File: config.mk
export PLATFORM = sky130hd
export DESIGN_NAME = sad_gesture_matcher
export DESIGN_NICKNAME = d
export VERILOG_FILES = /design/src/rtl/sad_gesture_matcher.sv
export SDC_FILE = /design/constraint.sdc
export NUM_CORES = 1
export LEC_CHECK = 0
export CORE_MARGIN = 2
export CORE_UTILIZATION = 41
export CTS_BUF_LIST = sky130_fd_sc_hd__clkbuf_8 sky130_fd_sc_hd__clkbuf_16
export DETAILED_ROUTE_END_ITERATION = 7
export SYNTH_ARGS = -nofsm -noshare
export SYNTH_HDL_FRONTEND = slang
export SYNTH_SLANG_ARGS = --single-unit
File: constraint.sdc
create_clock -name CLK -period 3.3 [get_ports CLK]
set_input_delay 0.66 -clock CLK [delete_from_list [all_inputs] [get_ports CLK]]
set_output_delay 0.66 -clock CLK [all_outputs]
set_load 0.03 [all_outputs]
File: src/rtl/sad_gesture_matcher.sv
// sad_gesture_matcher
//   Accumulates a sum of absolute differences (SAD) for each gesture template
//   (NUM_SENSORS differences per template), and tracks the template with the
//   minimum SAD over NUM_TEMPLATES templates. It reports the winning index and
//   score with a one-cycle MATCH_VALID pulse.
//
// Optional feature (macro SAD_MATCH_THRESHOLD_EN):
//   When the macro is defined, this module adds the MATCH_THRESH input and the
//   NO_MATCH output. NO_MATCH flags a final best score above the threshold.
//
// Ports:
//   CLK          system clock, rising edge
//   RST          asynchronous, active-high reset
//   START        begin a match run (sampled only in IDLE)
//   ABORT        cancel the current run (wins over START and accepts)
//   DIFF_IN      absolute difference from the subtractor stage
//   DIFF_VALID   DIFF_IN valid
//   DIFF_READY   matcher accepts DIFF_IN this cycle
//   BUSY         run in progress
//   MATCH_VALID  one-cycle pulse, BEST_* valid
//   BEST_IDX     index of the minimum-SAD template (held)
//   BEST_SCORE   minimum SAD value (held)
//   MATCH_THRESH (optional) no-match threshold
//   NO_MATCH     (optional) final best score > MATCH_THRESH (held)

module sad_gesture_matcher #(
  parameter int NUM_SENSORS   = 5,
  parameter int NUM_TEMPLATES = 26,
  parameter int DW            = 15,
  parameter int ACC_W         = 18,
  parameter int IDX_W         = 5
) (
  input  logic             CLK,
  input  logic             RST,
  input  logic             START,
  input  logic             ABORT,
  input  logic [DW-1:0]    DIFF_IN,
  input  logic             DIFF_VALID,
  output logic             DIFF_READY,
  output logic             BUSY,
  output logic             MATCH_VALID,
  output logic [IDX_W-1:0] BEST_IDX,
  output logic [ACC_W-1:0] BEST_SCORE
`ifdef SAD_MATCH_THRESHOLD_EN
  ,
  input  logic [ACC_W-1:0] MATCH_THRESH,
  output logic             NO_MATCH
`endif
);

  localparam int SC_W  = (NUM_SENSORS > 1) ? $clog2(NUM_SENSORS) : 1;
  localparam int SUM_W = ACC_W + 1;

  typedef enum logic [1:0] {
    IDLE    = 2'd0,
    ACCUM   = 2'd1,
    COMPARE = 2'd2,
    DONE    = 2'd3
  } state_t;

  state_t state, next_state;

  logic [ACC_W-1:0] acc;
  logic [SC_W-1:0]  sensor_cnt;
  logic [IDX_W-1:0] tmpl_cnt;
  logic [ACC_W-1:0] best_score;
  logic [IDX_W-1:0] best_idx;

  logic             accept;
  logic             last_sensor;
  logic             last_tmpl;
  logic             best_upd;
  logic [ACC_W-1:0] new_best_score;
  logic [IDX_W-1:0] new_best_idx;

  // Unsigned add that clamps to all ones instead of wrapping.
  function automatic logic [ACC_W-1:0] sat_add(input logic [ACC_W-1:0] a,
                                               input logic [DW-1:0]    d);
    logic [SUM_W-1:0] s;
    s = {1'b0, a} + SUM_W'(d);
    if (s[ACC_W]) return '1;
    return s[ACC_W-1:0];
  endfunction

  assign accept      = DIFF_VALID && DIFF_READY;
  assign last_sensor = (sensor_cnt == SC_W'(NUM_SENSORS - 1));
  assign last_tmpl   = (tmpl_cnt == IDX_W'(NUM_TEMPLATES - 1));

  // Strict less-than keeps the lower index on ties.
  assign best_upd       = (acc < best_score);
  assign new_best_score = best_upd ? acc : best_score;
  assign new_best_idx   = best_upd ? tmpl_cnt : best_idx;

  always_ff @(posedge CLK or posedge RST) begin
    if (RST) state <= IDLE;
    else     state <= next_state;
  end

  always_comb begin
    next_state  = state;
    DIFF_READY  = 1'b0;
    BUSY        = 1'b1;
    MATCH_VALID = 1'b0;
    case (state)
      IDLE: begin
        BUSY = 1'b0;
        if (START) next_state = ACCUM;
      end
      ACCUM: begin
        // ABORT wins over any accept in the same cycle.
        DIFF_READY = !ABORT;
        if (ABORT)                            next_state = IDLE;
        else if (DIFF_VALID && last_sensor)   next_state = COMPARE;
      end
      COMPARE: begin
        if (ABORT)          next_state = IDLE;
        else if (last_tmpl) next_state = DONE;
        else                next_state = ACCUM;
      end
      DONE: begin
        MATCH_VALID = !ABORT;
        next_state  = IDLE;
      end
      default: next_state = IDLE;
    endcase
  end

  always_ff @(posedge CLK or posedge RST) begin
    if (RST) begin
      acc        <= '0;
      sensor_cnt <= '0;
      tmpl_cnt   <= '0;
      best_score <= '0;
      best_idx   <= '0;
      BEST_IDX   <= '0;
      BEST_SCORE <= '0;
`ifdef SAD_MATCH_THRESHOLD_EN
      NO_MATCH   <= 1'b0;
`endif
    end else begin
      case (state)
        IDLE: begin
          if (START) begin
            acc        <= '0;
            sensor_cnt <= '0;
            tmpl_cnt   <= '0;
            best_score <= '1;
            best_idx   <= '0;
          end
        end
        ACCUM: begin
          if (accept) begin
            acc        <= sat_add(acc, DIFF_IN);
            sensor_cnt <= sensor_cnt + 1'b1;
          end
        end
        COMPARE: begin
          if (!ABORT) begin
            best_score <= new_best_score;
            best_idx   <= new_best_idx;
            acc        <= '0;
            sensor_cnt <= '0;
            if (last_tmpl) begin
              // Publish the post-compare winner on the edge into DONE.
              BEST_IDX   <= new_best_idx;
              BEST_SCORE <= new_best_score;
`ifdef SAD_MATCH_THRESHOLD_EN
              NO_MATCH   <= (new_best_score > MATCH_THRESH);
`endif
            end else begin
              tmpl_cnt <= tmpl_cnt + 1'b1;
            end
          end
        end
        default: ;
      endcase
    end
  end

endmodule

======== Yosys cells after proc, flatten, opt, wreduce, memory -nomap -nowiden ========
Cells that the tools add are included.
cells by class
  $add $sub $neg .......................... 3
  $mul .................................... 0
  divide/modulo/power cells ............... 0
  $lt $le $gt $ge ......................... 1
  eq/ne operators ......................... 10
  shift operators ......................... 0
  muxes and demuxes ....................... 33
  bitwise operators ....................... 1
  reduce and logical (&&, ||, !) cells .... 11
operators by type and width
  operator                                                               count
  18-bit 2-to-1 mux                                                      8
  18-bit case mux with 3 select lines                                    1
  18-bit case mux with 2 select lines                                    1
  5-bit 2-to-1 mux                                                       5
  5-bit case mux with 2 select lines                                     2
  18-bit by 15-bit adder with 19-bit output                              1
  18-bit < comparator                                                    1
  2-bit 2-to-1 mux                                                       5
  3-bit 2-to-1 mux                                                       3
  3-bit case mux with 3 select lines                                     1
  2-bit inequality test, second input constant                           4
  2-bit case mux with 4 select lines                                     1
  4-bit AND reduction                                                    2
  1-bit 2-to-1 mux                                                       6
  3-bit AND reduction                                                    2
  5-bit by 1-bit adder with 5-bit output, second input constant          1
  5-bit equality test, second input constant                             1
  2-bit equality test, second input constant                             2
  3-bit by 1-bit adder with 3-bit output, second input constant          1
  3-bit equality test, second input constant                             1
  3-bit inequality test, second input constant                           1
  3-bit nonzero test                                                     1
  2-bit by 1-bit equality test with 1-bit output, second input constant  1
  1-bit logical AND                                                      2
  other kinds (5)                                                        5
storage, ports and cells
  register bits ........................... 74
  latch bits .............................. 0
  memory bits (writable) .................. 0
  ROM bits ................................ 0
  output and inout bits ................... 26
  memories kept ........................... 0

======== Longest topological paths before layout ========
  word-level depth ........................ 8
  gate-level depth with buffers ........... 10
  depth with buffers taken out ............ 8

======== Worst setup path after synthesis ========
OpenSTA, ideal clock, no wires.
  path kind ............................... input -> register
  start point ............................. input DIFF_IN[0]
  end point ............................... register acc[3]
  setup time .............................. 0.132 ns
  arrival time ............................ 2.488 ns
  required time ........................... 3.168 ns
  path slack .............................. 0.680 ns
  cell stages on the path ................. 8
  cells stage by stage .................... ha_1 fa_1 a21o_1 a311o_1 a21boi_4 o31ai_4 nor2_1 a21oi_1
on the way
  word-level cells in the longest chain between the ends .. 7
RTL lines
  item                                         RTL line  RTL
  start, declared                              37        input logic [DW-1:0] DIFF_IN,
  18-bit by 15-bit adder with 19-bit output *  80        s = {1'b0, a} + SUM_W'(d);
  1-bit 2-to-1 mux                             81        if (s[ACC_W]) return '1;
  1-bit 2-to-1 mux                             152       if (accept) begin
  1-bit 2-to-1 mux                             141       case (state)
  18-bit 2-to-1 mux *                          82        return s[ACC_W-1:0];
  18-bit 2-to-1 mux *                          152
  18-bit case mux with 3 select lines *        141
  end signal, assigned                         153       acc <= sat_add(acc, DIFF_IN);
  end, declared                                63        logic [ACC_W-1:0] acc;
Every way passes the cells marked *; elsewhere a longest branch is shown, timed or not. The select of a mux whose other input is x is not followed.
A chain may end at the register's enable or synchronous reset.

======== Worst setup path in the final report ========
  start point ............................. input DIFF_IN[0]
  end point ............................... register acc[17]
Same word-level chain as after synthesis.

==> key figures <==
Status
  • Run status: complete, no violations

Power and ir drop
  • Net Sw Frac: about a third
  • Peak VDD IR: roughly 0.27 mV
  • Sequential Power Share: approximately two fifths
  • Final Power: 2.67 mW
  • Gate power share: a little over a quarter
  • Leak: between 2 and 3 nW
  • NetSw: just under 0.9 mW
  • Clock share of power: between 30 and 40%
  • Internal power: approximately 1.8 mW
  • Power per Cell Area: around 480 nW/um^2

Timing
  • Slew Limit Fails: 0
  • Slew @ Worst Pin: about 0.76 ns
  • # setup viols final: 0
  • Final Critical Period: 2.85 ns
  • Final Worst Setup Slack: between 0.4 and 0.5 ns
  • Layout Skew: 0.00683 ns
  • Final hold violation count: 0
  • TNS Setup: 0 ns
  • Tcrit/Tclk final: approximately 86%
  • Fmax: around 0.35 GHz
  • RSZ-0062 raised after global routing: no
  • Slew Limit Headroom: 49.6%

Clock network
  • Clock transition at path regs: approximately 0.06 ns
  • Clock buffer depth: 2
  • Cts bufs inserted: 9
  • Setup bufs post-CTS: 0
  • Worst skew pair latency: 0.33 ns
  • Root Buffer: clkbuf_16
  • Clock Sinks: between 70 and 80
  • Hold-fix buffers, CTS: 0
  • Post-cts resize count: 0
  • CTS tree: done
  • Htree depth: 3

Floorplan
  • Row count: 39
  • Die Width: ~110 um
  • DIE AREA: approximately 12000 um^2
  • Die height: around 110 um
  • Top-Level Pins: 46
  • Core Footprint: roughly 11000 um^2
  • Initial core utilization: around 42%

Logic synthesis
  • FFs w/ async S/R, synth: 100%
  • Post-synth top flop: dfrtp_1
  • Count leader, synth: dfrtp_1
  • Cell variety after synth: just over 60
  • Sequential cell area fraction in the yosys report: 39.4%
  • Cells after Synth: 510
  • Top cell type by total area after synthesis: dfrtp_1
  • Synth area leaders: dfrtp_1 39%, ha_1 9.6%, a21oi_1 4.6%, o221a_2 4.3%, a31oi_1 4.1%
  • Avg Cell Area, Syn: 9.22 um^2
  • Yosys reg bits: 74
  • Post-synth EDFFs: 0
  • Net Count, Synth: 567
  • Post-synth top area share: 39.4%
  • Mapped Area: around 4700 um^2
  • Commonest cells post-synth: 74 x dfrtp_1, 43 x a21oi_1, 39 x nor2_1
  • Ys Warns: 0

Detailed routing
  • Via density: 5.80
  • DR vias: approximately 4.1k
  • Post-route DRC: 0
  • Antenna Nets Post-Route: 0
  • Final wirelength: 11400 um
  • Routed WL per cell: roughly 16 um
  • Drt first-iter violations: approximately 260
  • First-pass detailed-route iteration total: 5

Global route
  • Vias in the first global route: 3852
  • Initial antenna violation count: 0
  • GRT Total Usage: a little under a fifth
  • First-pass GRT wire length: approximately 19000 um
  • Total grt overflow: 0
  • Largest net degree at the start of global routing: 75

Critical path
  • CP Launch Type: input pin
  • Worst Setup Path Type: input pin to register
  • Critical path arrival: a little over 3 ns
  • CP endpoint kind: register
  • CP Data Required Time: 3.50 ns
  • CP max FO: 4

Layout
  • Fill cell count: 1072
  • Fin cells: ~700
  • Final nets: approximately 610
  • Share of cells above drive strength 1: 11.9%
  • Final instance area: 5610 um^2
  • N_diodes: 0
  • Layout area overhead: 19.3%

Placement
  • Pre-CTS setup slack: 0.148 ns
  • Post-DP Area: roughly 5300 um^2
  • Placed Cells: 684
  • Gp weighted congestion: 0.838
  • DP HPWL: about 8400 um
  • IO Port Bufs: between 40 and 50

Run
  • Maximum Capacitance Violations: 0

Min path
  • Worst min-delay path class: register to register
[final timing paths]
kind,depth (start not counted),to,slack [ns],from
worst max-delay path,9,acc[17],0.45,DIFF_IN[0]
worst min-delay path,1,sensor_cnt[2],0.51,sensor_cnt[2]
worst max register to register,7,BEST_SCORE[9],0.69,acc[16]
worst min register to register,1,sensor_cnt[2],0.51,sensor_cnt[2]
max in group asynchronous,3,acc[3],2.24,RST
min in group asynchronous,3,BEST_SCORE[14],0.72,RST
[logic make-up after synthesis]
family          synth area share, %
compound gates                 28.1
flops                          39.4
xor+xnor                       2.05
buf+inv                        5.16
simple gates                   15.1
fa+ha+maj                      10.0
mux                           0.213
[metal layers]
metal / vias to the layer above / global-route usage [%] / part of all wire [%]
li1: 2019 / - / -
met5: - / 0 / 0
met1: 1951 / 27.0 / 50
met4: 0 / 5.10 / 1.1
met2: 76 / 30.4 / 46
met3: 11 / 3.12 / 3.5
[cell usage in the layout, fill, tap and decap left out, types with 3 or more instances in the layout]
master / netlist / final
a211oi_1: 5 / 5
a21o_1: 8 / 8
a21oi_1: 43 / 42
a221o_1: 5 / 5
a22o_1: 4 / 4
a31oi_1: 31 / 31
and3_1: 6 / 6
buf_4: 4 / 16
clkbuf_16: 0 / 9
clkdlybuf4s50_1: 0 / 45
clkinv_2: 0 / 3
dfrtp_1: 74 / 74
ha_1: 36 / 36
inv_1: 26 / 26
nand2_1: 34 / 34
nand2b_1: 4 / 4
nand3_1: 29 / 29
nor2_1: 39 / 37
nor2b_1: 3 / 3
nor3_1: 6 / 6
o211ai_1: 17 / 17
o21ai_0: 34 / 34
o221a_2: 18 / 18
xnor2_1: 7 / 7
xor2_1: 4 / 4
[sequential cells by signal, indices dropped and copies added, names as in the netlist]
name and flops:
BEST_SCORE 18, acc 18, best_score 18, BEST_IDX 5, best_idx 5, tmpl_cnt 5
sensor_cnt 3, state 2
[worst max-delay path, cell delays in order]
cell,delay (ns)
clkdlybuf4s50_1,0.40
ha_1,0.23
fa_1,0.40
a21o_1,0.23
a311o_1,0.42
a21boi_4,0.23
o21ai_1,0.17
nor3b_1,0.21
a211oi_1,0.10
[area by class of cell]
type | instances | area [um^2] | share of cell area, %
clock inverters | 6 | 35.0 | 0.625
multi-input cells | 379 | 2630 | 46.9
clock buffers | 9 | 225 | 4.02
well taps | 143 | 179 | 3.19
flip-flops and latches | 74 | 1850 | 33.0
repair buffers | 62 | 591 | 10.5
inverters | 26 | 97.6 | 1.74
[per-stage QoR]
stage / hold slack [ns] / util [%]
6_report: 0.515 / 49.5
3_5_place_dp: 0.508 / 47.2
3_3_place_gp: 0.503 / 47.2
5_1_grt: 0.542 / 49.5
2_1_floorplan: 0.473 / -
4_1_cts: 0.522 / 49.5
[power groups by stage]
stage | Combinational (mW) | Clock, mW | Sequential, mW
5_1_grt | 0.803 | 0.938 | 1.09
3_3_place_gp | 0.702 | 0 | 1.09
3_5_place_dp | 0.718 | 0 | 1.09
2_1_floorplan | 0.490 | 0 | 1.08
6_report | 0.723 | 0.874 | 1.07
4_1_cts | 0.722 | 0.889 | 1.07
(Power assumes the default switching activity.)
